## config.mk

```make
export PLATFORM = sky130hd
export DESIGN_NAME = ctrl_unit
export DESIGN_NICKNAME = d
export VERILOG_FILES = /design/src/rtl/ctrl_unit.sv
export SDC_FILE = /design/constraint.sdc
export NUM_CORES = 1
export LEC_CHECK = 0
export CORE_ASPECT_RATIO = 0.6
export CORE_MARGIN = 2
export CORE_UTILIZATION = 35
export CTS_BUF_LIST = sky130_fd_sc_hd__clkbuf_16
export CTS_CLUSTER_SIZE = 20
export DETAILED_ROUTE_END_ITERATION = 10
export GPL_TIMING_DRIVEN = 0
export HOLD_SLACK_MARGIN = 0.06
export SYNTH_ARGS = -nofsm -noshare
export SYNTH_HDL_FRONTEND = slang
export SYNTH_SLANG_ARGS = --single-unit
```

## constraint.sdc

```tcl
create_clock -name clk -period 1.9 [get_ports clk]
set_input_delay 0.38 -clock clk [delete_from_list [all_inputs] [get_ports clk]]
set_output_delay 0.38 -clock clk [all_outputs]
set_load 0.02 [all_outputs]
```

## src/rtl/ctrl_unit.sv

```systemverilog
// Instruction-sequencing control unit: fetch/decode/execute FSM driving the ALU, register file, DRAM and PC.
// Optional build macro SINGLE_STEP_EN adds a step input that gates every new fetch on a rising edge of step.
module ctrl_unit #(
    parameter int IW   = 8,
    parameter int RSEL = 4
) (
    input  logic            clk,
    input  logic            RST,
    input  logic [IW-1:0]   instr_in,
    input  logic            z_flag,
`ifdef SINGLE_STEP_EN
    input  logic            step,
`endif
    output logic            iram_rd,
    output logic            pc_inc,
    output logic            pc_load,
    output logic [3:0]      ALU_OP,
    output logic [RSEL-1:0] a_sel,
    output logic [RSEL-1:0] b_sel,
    output logic            b_imm,
    output logic            wr_en,
    output logic [RSEL-1:0] wr_sel,
    output logic            wr_src,
    output logic            dram_rd,
    output logic            dram_wr,
    output logic [IW-1:0]   imm_out,
    output logic            done
);

`ifdef SINGLE_STEP_EN
    typedef enum logic [2:0] {FETCH, FETCH_W, DECODE, IMM_W, EXEC, MEM_W, HALT, STEP_WAIT} state_t;
    localparam state_t RESUME = STEP_WAIT;
    logic step_q;
`else
    typedef enum logic [2:0] {FETCH, FETCH_W, DECODE, IMM_W, EXEC, MEM_W, HALT} state_t;
    localparam state_t RESUME = FETCH;
`endif

    state_t          state;
    logic [IW-1:0]   ir;
    logic [3:0]      op;
    logic [3:0]      in_op;
    logic [RSEL-1:0] n;

    assign op    = ir[IW-1 -: 4];
    assign in_op = instr_in[IW-1 -: 4];
    assign n     = ir[RSEL-1:0];

    function automatic logic two_byte(input logic [3:0] o);
        return (o == 4'h2) || (o == 4'h3) || (o == 4'h6) || (o == 4'h7) ||
               (o == 4'hD) || (o == 4'hE);
    endfunction

    function automatic logic [3:0] alu_code(input logic [3:0] o);
        logic [3:0] c;
        c = 4'h0;
        if (o >= 4'h1 && o <= 4'h9) c = o;
        else if (o == 4'hA)         c = 4'h9;
        return c;
    endfunction

    // Jump decision uses z_flag as seen during EXEC itself
    assign pc_load = (state == EXEC) &&
                     (((op == 4'hD) && z_flag) || ((op == 4'hE) && !z_flag));

    // EXEC-cycle bus/strobe pattern, registered on the edge entering EXEC
    logic [RSEL-1:0] ex_a, ex_b, ex_wsel;
    logic            ex_bimm, ex_wr, ex_drd, ex_dwr;

    always_comb begin
        ex_a = '0; ex_b = '0; ex_wsel = '0;
        ex_bimm = 1'b0; ex_wr = 1'b0; ex_drd = 1'b0; ex_dwr = 1'b0;
        case (op)
            4'h1:                   begin ex_a = n; ex_wsel = n; ex_wr = 1'b1; end
            4'h2, 4'h3, 4'h6, 4'h7: begin ex_bimm = 1'b1; ex_wr = 1'b1; end
            4'h4, 4'h5, 4'h8:       begin ex_b = n; ex_wr = 1'b1; end
            4'h9:                   begin ex_a = n; ex_wr = 1'b1; end
            4'hA:                   begin ex_wsel = n; ex_wr = 1'b1; end
            4'hB:                   begin ex_a = n; ex_drd = 1'b1; end
            4'hC:                   begin ex_a = n; ex_dwr = 1'b1; end
            default: ;
        endcase
    end

    // Outputs are registered for the state being entered, so each strobe is high during its own state
    always_ff @(posedge clk) begin
        if (RST) begin
            state   <= FETCH;
            ir      <= '0;
            imm_out <= '0;
            ALU_OP  <= 4'h0;
            iram_rd <= 1'b0;
            pc_inc  <= 1'b0;
            wr_en   <= 1'b0;
            dram_rd <= 1'b0;
            dram_wr <= 1'b0;
            a_sel   <= '0;
            b_sel   <= '0;
            b_imm   <= 1'b0;
            wr_sel  <= '0;
            wr_src  <= 1'b0;
            done    <= 1'b0;
`ifdef SINGLE_STEP_EN
            step_q  <= 1'b0;
`endif
        end else begin
            iram_rd <= 1'b0;
            pc_inc  <= 1'b0;
            wr_en   <= 1'b0;
            dram_rd <= 1'b0;
            dram_wr <= 1'b0;
            a_sel   <= '0;
            b_sel   <= '0;
            b_imm   <= 1'b0;
            wr_sel  <= '0;
            wr_src  <= 1'b0;
`ifdef SINGLE_STEP_EN
            step_q  <= step;
`endif
            case (state)
                // The FETCH left by reset is quiet; the read strobe issues on the first edge after RST drops
                FETCH: begin
                    if (!iram_rd) iram_rd <= 1'b1;
                    else begin
                        state  <= FETCH_W;
                        pc_inc <= 1'b1;
                    end
                end
                // ALU_OP is loaded here so it is already valid throughout DECODE
                FETCH_W: begin
                    ir      <= instr_in;
                    ALU_OP  <= alu_code(in_op);
                    iram_rd <= two_byte(in_op);
                    state   <= DECODE;
                end
                DECODE: begin
                    if (two_byte(op)) begin
                        state  <= IMM_W;
                        pc_inc <= 1'b1;
                    end else begin
                        state   <= EXEC;
                        a_sel   <= ex_a;
                        b_sel   <= ex_b;
                        b_imm   <= ex_bimm;
                        wr_en   <= ex_wr;
                        wr_sel  <= ex_wsel;
                        dram_rd <= ex_drd;
                        dram_wr <= ex_dwr;
                    end
                end
                IMM_W: begin
                    imm_out <= instr_in;
                    state   <= EXEC;
                    a_sel   <= ex_a;
                    b_sel   <= ex_b;
                    b_imm   <= ex_bimm;
                    wr_en   <= ex_wr;
                    wr_sel  <= ex_wsel;
                    dram_rd <= ex_drd;
                    dram_wr <= ex_dwr;
                end
                EXEC: begin
                    ALU_OP <= 4'h0;
                    if (op == 4'hB) begin
                        state  <= MEM_W;
                        wr_en  <= 1'b1;
                        wr_src <= 1'b1;
                    end else if (op == 4'hF) begin
                        state <= HALT;
                        done  <= 1'b1;
                    end else begin
                        state   <= RESUME;
                        iram_rd <= (RESUME == FETCH);
                    end
                end
                MEM_W: begin
                    state   <= RESUME;
                    iram_rd <= (RESUME == FETCH);
                end
`ifdef SINGLE_STEP_EN
                STEP_WAIT: begin
                    if (step && !step_q) begin
                        state   <= FETCH;
                        iram_rd <= 1'b1;
                    end
                end
`endif
                default: state <= HALT;
            endcase
        end
    end

endmodule
```

## Word-level counts from Yosys, hierarchy flattened

Index checks and enable logic that the tools add are counted.

- Register bits: 43
- Output and inout port bits: 33
- Word-level logic and storage cells: 108

- Order comparisons: 2
- Eq/ne operators: 28
- Mux-type cells: 36
- Bitwise logic cells: 2
- Reduce and logical (&&, ||, !) cells: 25

Operators with widths:

| operator | count |
|---|---|
| 4-bit == test (second input constant) | 11 |
| 4-bit two-way mux | 8 |
| 4-bit one-hot mux with 2 select lines | 4 |
| 4-bit by 3-bit == test with 1-bit output (second input constant) | 6 |
| 3-bit one-hot mux with 6 select lines | 1 |
| 4-bit by 2-bit == test with 1-bit output (second input constant) | 4 |
| 1-bit two-way mux | 13 |
| 3-bit two-way mux | 4 |
| 1-bit logical OR | 11 |
| 10-bit OR reduction | 1 |
| 1-bit one-hot mux with 2 select lines | 4 |
| 4-bit OR reduction | 2 |
| 3-bit by 2-bit == test with 1-bit output (second input constant) | 2 |
| 3-bit == test (second input constant) | 2 |
| 4-bit by 1-bit == test with 1-bit output (second input constant) | 1 |
| 4-bit by 1-bit >= comparator with 1-bit output (second input constant) | 1 |
| 4-bit <= comparator (second input constant) | 1 |
| 1-bit logical AND | 4 |
| 1-bit one-hot mux with 4 select lines | 1 |
| 2-bit OR reduction | 2 |
| 3-bit by 1-bit == test with 1-bit output (second input constant) | 1 |
| 3-bit logical NOT | 1 |
| 1-bit one-hot mux with 3 select lines | 1 |
| 3-bit AND reduction | 1 |
| other kinds (5) | 6 |

## Logic depth before layout (Yosys ltp)

- Word-level depth: 8
- Mapped depth: 6

## Worst setup path before layout

OpenSTA, ideal clock, no wires.

- Path kind: register to output
- Start: reg state[1]
- End: out pc_load
- Data arrival time: 1,326 ps
- Required time: 1,520 ps
- Path slack: 194 ps
- Stages on the path, launching flop included: 4
- Cell sequence: dfxtp_1 > clkbuf_1 > or3_4 > nor3_1

- Longest elaborated chain between the ends: 2

RTL lines:

| what | line | RTL |
|---|---|---|
| start, declared | 39 | `state_t state;` |
| start signal, assigned | 88 | `state <= FETCH;` |
| start signal, assigned | 125 | `state <= FETCH_W;` |
| start signal, assigned | 134 | `state <= DECODE;` |
| 3-bit == test | 63 | `assign pc_load = (state == EXEC) &&` |
| 1-bit logical AND | 63 |  |
| end, declared | 16 | `output logic pc_load,` |

No other way between the ends.

## Worst setup path after layout

- Start: reg ir[5]
- End: out pc_load

- Longest elaborated chain between the ends: 4

RTL lines:

| what | line | RTL |
|---|---|---|
| start, declared | 40 | `logic [IW-1:0] ir;` |
| start signal, assigned | 131 | `ir <= instr_in;` |
| 4-bit == test | 64 | `(((op == 4'hD) && z_flag) \|\| ((op == 4'hE) && !z_flag));` |
| 1-bit logical AND | 64 |  |
| 1-bit logical OR * | 64 |  |
| 1-bit logical AND * | 63 |  |

Mark *: on every way between the ends. The rest lies on a longest branch, timed or not.

==> results.sh <==
export IMPL_worst_slew_pin_slew_ps=532
export IMPL_gp_congestion=0.848
export IMPL_cts_buffers=5
export IMPL_coreArea_sq_um=4680
export IMPL_drc=0
export IMPL_post_drt_wl_per_cell_microns=13.9
export IMPL_max_cap_viol_count=0
export IMPL_r2r_end="wr_en$_SDFF_PP0_"
export IMPL_hold_start="ALU_OP[3]$_SDFFE_PP0P_"
export IMPL_grt_pass1_wl_microns=6890
export IMPL_irDropWorstVdd_v=0.000533
export IMPL_initial_core_util=0.372
export IMPL_grt_max_degree=15
export IMPL_rsz0062_at_grt="no"
export IMPL_clk_path_buf_depth=2
export IMPL_dpl_hpwl_microns=3030
export IMPL_path_buf_inv=2
export IMPL_crit_arrival_ps=1450
export IMPL_whs_ps=473
export IMPL_portBuffers=42
export IMPL_cts_tree="yes"
export IMPL_place_ws_ps=-299
export IMPL_clk_pin_slew_ps=60
export IMPL_antenna_found_initial=0
export IMPL_synth_seq_cells=43
export IMPL_critPathRequiredTime_ps=1520
export IMPL_dr_pass1_iters=5
export IMPL_clkLatencyLatePin_ps=290
export IMPL_synthTopCellsByArea="dfxtp_1, a21oi_1, nand2_1"
export IMPL_synth_fp_nets=208
export IMPL_nFillCells=428
export IMPL_hold_class="reg -> reg"
export IMPL_setup_violations_final=0
export IMPL_p_leak_nw=0.934
export IMPL_wl_microns=4330
export IMPL_p_total_mw=2.13
export IMPL_rr_startpoint="state[2]$_SDFFE_PP0N_"
export IMPL_synth_seq_area_share=0.495
export IMPL_final_common_cell="dfxtp_1"
export IMPL_crit_chain="buf_4, nor3b_1, a21oi_1, nor3_2, buf_4"
export IMPL_track_usage=0.164
export IMPL_slowest_stage="dfxtp_2"
export IMPL_crit_path_start_kind="register"
export IMPL_status="completed"
export IMPL_critical_path_most_common_cell="buf_4"
export IMPL_relSlewSlack=0.642
export IMPL_root_buffer="clkbuf_16"
export IMPL_drt_iter0_drc=66
export IMPL_worstRegToRegCells=6
export IMPL_nNetsFinal=258
export IMPL_vias_per_cell=5.01
export IMPL_row_count=19
export IMPL_syn_to_final_growth_pct=40.0
export IMPL_yosys_area_top_type_share=0.495
export IMPL_die_area_sq_um=5570
export IMPL_antennaDiodeCount=0
export IMPL_yosys_warnings=0
export IMPL_reg2reg_setup_slack_ps=310
export IMPL_drtAntennaViolNets=0
export IMPL_cpPeakStageDelay_ps=390
export IMPL_grt_overflow_total=0
export IMPL_dr_total_vias=1559
export IMPL_layout_common_cells="dfxtp_1, clkdlybuf4s50_1, nand2_1"
export IMPL_fin_crit_sh=0.961
export IMPL_layout_min_cycle_time_ps=1830
export IMPL_multi_input_area_sq_um=798
export IMPL_clock_sinks=43
export IMPL_critPathKind="reg -> out"
export IMPL_num_io_pins=44
export IMPL_synth_area_sq_um=1740
export IMPL_avgSynthCellArea_sq_um=8.83
export IMPL_die_y_microns=58.6
export IMPL_yosysTopAreaCell="dfxtp_1"
export IMPL_power_density_nw_per_um2=875
export IMPL_syn_inst=197
export IMPL_cp_max_fo=10
export IMPL_grt_pass1_vias=1348
export IMPL_skew_ps=6.97
export IMPL_holdPathStages=2
export IMPL_ff_latch_area_sq_um=862
export IMPL_setup_ws_ps=73.5
export IMPL_worstSetupEndpointType="output pin"
export IMPL_layout_drive_gt1_share=0.117
export IMPL_fmax_ghz=0.548
export IMPL_die_w_microns=95.0
export IMPL_ctsHtreeMaxLevel=2
export IMPL_hold_viol_final=0
export IMPL_cpLargestDelayFamily="flip-flops"
export IMPL_slew_viol_final=0
export IMPL_holdPathEnd="ALU_OP[3]$_SDFFE_PP0P_"
export IMPL_synth_distinct_cells=38
==> where the power goes <==
part | internal (mW) | switching, mW
registers | 0.927 | 0.0186
logic | 0.0954 | 0.120
clock network | 0.619 | 0.352
==> per-stage QoR <==
step / util / instances / TNS, ps / area, sq um
5_1_grt: 0.520 / 311 / 0 / 2440
4_1_cts: 0.516 / 310 / 0 / 2420
2_1_floorplan: - / 197 / 0 / 1740
3_3_place_gp: 0.478 / 302 / -796 / 2240
3_5_place_dp: 0.478 / 302 / -757 / 2240
6_report: 0.520 / 311 / 0 / 2440
==> worst reg2reg max path, cell delays in order, from the launching register on <==
cell     delay [ps]
dfxtp_1         320
buf_6           100
inv_4            40
or3_4           400
buf_4           150
or3_4           380
a21oi_1         120
==> repair_timing <==
item / CTS / global route
endpoints found under the setup margin: 1 / 1
resized for setup: 8 / 8
setup buffers: 1 / 1
hold buffers: 0 / 0
pin swaps: 0 / 2
==> sequential cells by signal (all words and copies together), names as in the netlist <==
| name | cells |
|---|---|
| ALU_OP | 4 |
| a_sel | 4 |
| b_imm | 1 |
| b_sel | 4 |
| done | 1 |
| dram_rd | 1 |
| dram_wr | 1 |
| imm_out | 8 |
| ir | 8 |
| iram_rd | 1 |
| pc_inc | 1 |
| state | 3 |
| wr_en | 1 |
| wr_sel | 4 |
| wr_src | 1 |
==> kinds of logic after synthesis <==
logic type / count (synthesis) / share of synthesized area
simple gates: 94 / 0.290
mux: 7 / 0.0403
buf+inv: 18 / 0.0539
flops: 43 / 0.495
compound gates: 35 / 0.121
==> worst max path at each step <==
stage,start,endpoint,slack [ps],cells past startpoint
after floorplan,state[1]$_SDFFE_PP0N_,pc_load,190,3
after global placement,z_flag,pc_load,-330,5
after detailed placement,z_flag,pc_load,-300,5
after CTS,ir[4]$_SDFFE_PP0P_,pc_load,9,5
after global routing,ir[5]$_SDFFE_PP0P_,pc_load,9,5
final,ir[5]$_SDFFE_PP0P_,pc_load,70,5
==> Yosys cell counts <==
| library cell | n |
|---|---|
| a2111oi_0 | 1 |
| a211o_1 | 1 |
| a211oi_1 | 1 |
| a21oi_1 | 20 |
| a311oi_1 | 1 |
| a31oi_1 | 1 |
| and2_1 | 12 |
| and3_1 | 1 |
| and3_2 | 1 |
| and3b_1 | 2 |
| and4b_1 | 1 |
| buf_1 | 1 |
| buf_2 | 7 |
| buf_6 | 2 |
| clkbuf_1 | 5 |
| dfxtp_1 | 43 |
| inv_1 | 2 |
| inv_4 | 1 |
| mux2i_1 | 7 |
| nand2_1 | 23 |
| nand2b_1 | 3 |
| nand3_1 | 2 |
| nand3b_1 | 3 |
| nand4_1 | 1 |
| nand4b_1 | 1 |
| nor2_1 | 19 |
| nor2b_1 | 5 |
| nor3_1 | 9 |
| nor3b_1 | 6 |
| nor4_1 | 2 |
| o21a_1 | 1 |
| o21ai_0 | 5 |
| o21ba_2 | 1 |
| o311ai_0 | 1 |
| o31a_1 | 1 |
| o32a_1 | 1 |
| or3_4 | 2 |
| or3b_1 | 1 |
==> area by class of cell <==
| class | count | area share |
|---|---|---|
| tap | 63 | 0.0323 |
| clock buffer | 5 | 0.0513 |
| buffer | 14 | 0.0339 |
| inverter | 3 | 0.00565 |
| timing repair buffer | 44 | 0.178 |
| multi-input combinational | 136 | 0.328 |
| clock inverter | 3 | 0.0180 |
| sequential | 43 | 0.354 |
==> layer usage <==
layer	GRT usage	vias up	routed length, microns
li1	-	773	-
met1	0.243	711	2270
met2	0.225	68	1700
met3	0.0474	7	318
met4	0.0559	0	49
met5	0	-	0
Power figures use the tool's default switching activity.
==> variant (config.mk and constraints unchanged) <==
The 7 states of `state_t` get a one-hot encoding in 7 bits.
--- a/src/rtl/ctrl_unit.sv
+++ b/src/rtl/ctrl_unit.sv
@@ -32,7 +32,7 @@
     localparam state_t RESUME = STEP_WAIT;
     logic step_q;
 `else
-    typedef enum logic [2:0] {FETCH, FETCH_W, DECODE, IMM_W, EXEC, MEM_W, HALT} state_t;
+    typedef enum logic [6:0] {FETCH = 7'b0000001, FETCH_W = 7'b0000010, DECODE = 7'b0000100, IMM_W = 7'b0001000, EXEC = 7'b0010000, MEM_W = 7'b0100000, HALT = 7'b1000000} state_t;
     localparam state_t RESUME = FETCH;
 `endif
 
Behaviour: no difference found for any inputs over 10 cycles, from zero or initial values and one cycle with RST high; not proved beyond that.
==> variant against the unedited design <==
Fmax is 0.48% lower. Cell area is 6.5% higher. Worst setup slack worse by 0.0089 ns. Sequential cell count is 4 higher. Wire length is 4.0% higher. Global-route usage is 1.3 points lower. Area after synthesis is 7.0% higher.
Power is not compared: it rests on default switching activity, and its combinational part moved more than twofold at a synthesized area within 25%.
==> variant: results (changes against the unedited design) <==
outcome -> finished clean
met1 Track Usage GR -> 0.231 (-0.0121)
total global-route track usage -> 0.151 (-0.0126)
post-route insts no fill -> 317 (+1.9%)
proportion of layout cells with a drive suffix above 1 -> 0.124 (+0.00657)
Vias per Instance -> 4.89 (-2.5%)
cell with the largest stage delay on the worst path -> dfxtp_1
starting DRC count in detailed routing -> 37 (-44%)
fill count -> 499 (+17%)
CP delay by family, top -> simple AND/OR/NAND/NOR gates
CP peak stage delay -> 0.35 ns (-0.04 ns)
r2r setup slk -> 0.12 ns (-0.19 ns)
Yosys cell types -> 39 (+2.6%)
vias in the first global route -> 1315 (-2.4%)
drt first pass iters -> 4 (-1)
count of port buffers added during placement -> 43 (+2.4%)
Fin Hold WS -> 0.452 ns (-0.0217 ns)
placed cell area -> 2370 µm² (+6.0%)
sequential-to-total area share from yosys stat -> 0.505 (+0.0108)
Max Fclk -> 0.545 GHz (-0.48%)
largest net degree at the start of global routing -> 14 (-1)
Post-synth top cells -> dfxtp_1 (47), nor2_1 (25), mux2i_1 (16)
first-pass GRT wire length -> 6.79 mm (-1.5%)
nets@finish -> 262 (+1.6%)
WL/cell -> 14.2 µm (+2.0%)
CP Max Fanout -> 4 (-6)
Placed Cells -> 305 (+0.99%)
top post-synthesis cells by area -> dfxtp_1 (51%), mux2i_1 (8.6%), nor2_1 (5.0%)
met2 usage -> 0.197 (-0.0283)
Regs by FF count -> imm_out: 8 flops, ir: 8 flops, state: 7 flops
HPWL after DPL -> 3.15 mm (+4.1%)
synthesized instance count -> 196 (-0.51%)
variant: repair_timing:
item,in CTS,in global routing
setup buffers,1,4
pin swaps,2,2
hold endpoints to repair,0,0
endpoints found under the setup margin,1,4
resized for setup,13,6
variant: stage by stage:
stage	TNS [ns]	power, W
after floorplan	0	0.00137
after global placement	-1.97	0.00149
after detailed placement	-1.60	0.00149
after CTS	0	0.00232
after global routing	-0.0121	0.00246
final	0	0.00235
variant: where the power goes:
group,internal [W],switching (W)
logic,0.000221,0.000237
registers,0.00103,0.0000596
clock network,0.000472,0.000333
total,0.00172,0.000630
variant: cell type report:
class,count,area [µm²],area share
flip-flops and latches,47,943,0.363
multi-input cells,129,886,0.341
repair buffers,48,465,0.179
clock buffers,5,125,0.0482
well taps,66,82.6,0.0318
plain buffers,10,47.5,0.0183
inverters,10,37.5,0.0145
clock inverters,2,8.76,0.00337
variant: worst reg2reg max path, delay by kind of cell, from the launching register on:
family                 cells  cell delay (ns)
AO/OA/AOI/OAI              2             0.47
buffers and inverters      3             0.56
flip-flops                 1             0.31
AND/OR/NAND/NOR            1             0.33
variant: worst paths after layout:
| kind | end | startpoint |
|---|---|---|
| min | done | done |
| max | pc_load | state[3] |
| min reg2reg | done | done |
| max reg2reg | a_sel[0] | ir[7] |
variant: logic make-up after synthesis:
kind of cell | after synthesis | share of synthesized area
AOI/OAI and AO/OA | 24 | 0.0907
xor gates and xnor gates | 2 | 0.00941
buffers and inverters | 20 | 0.0437
DFF | 47 | 0.505
muxes | 16 | 0.0860
and+or+nand+nor | 87 | 0.265
variant: per-layer routing:
layer	vias to the layer above	share of wire
met5	-	0
met4	0	0.0047
met3	4	0.061
met2	43	0.38
met1	696	0.56
li1	807	-
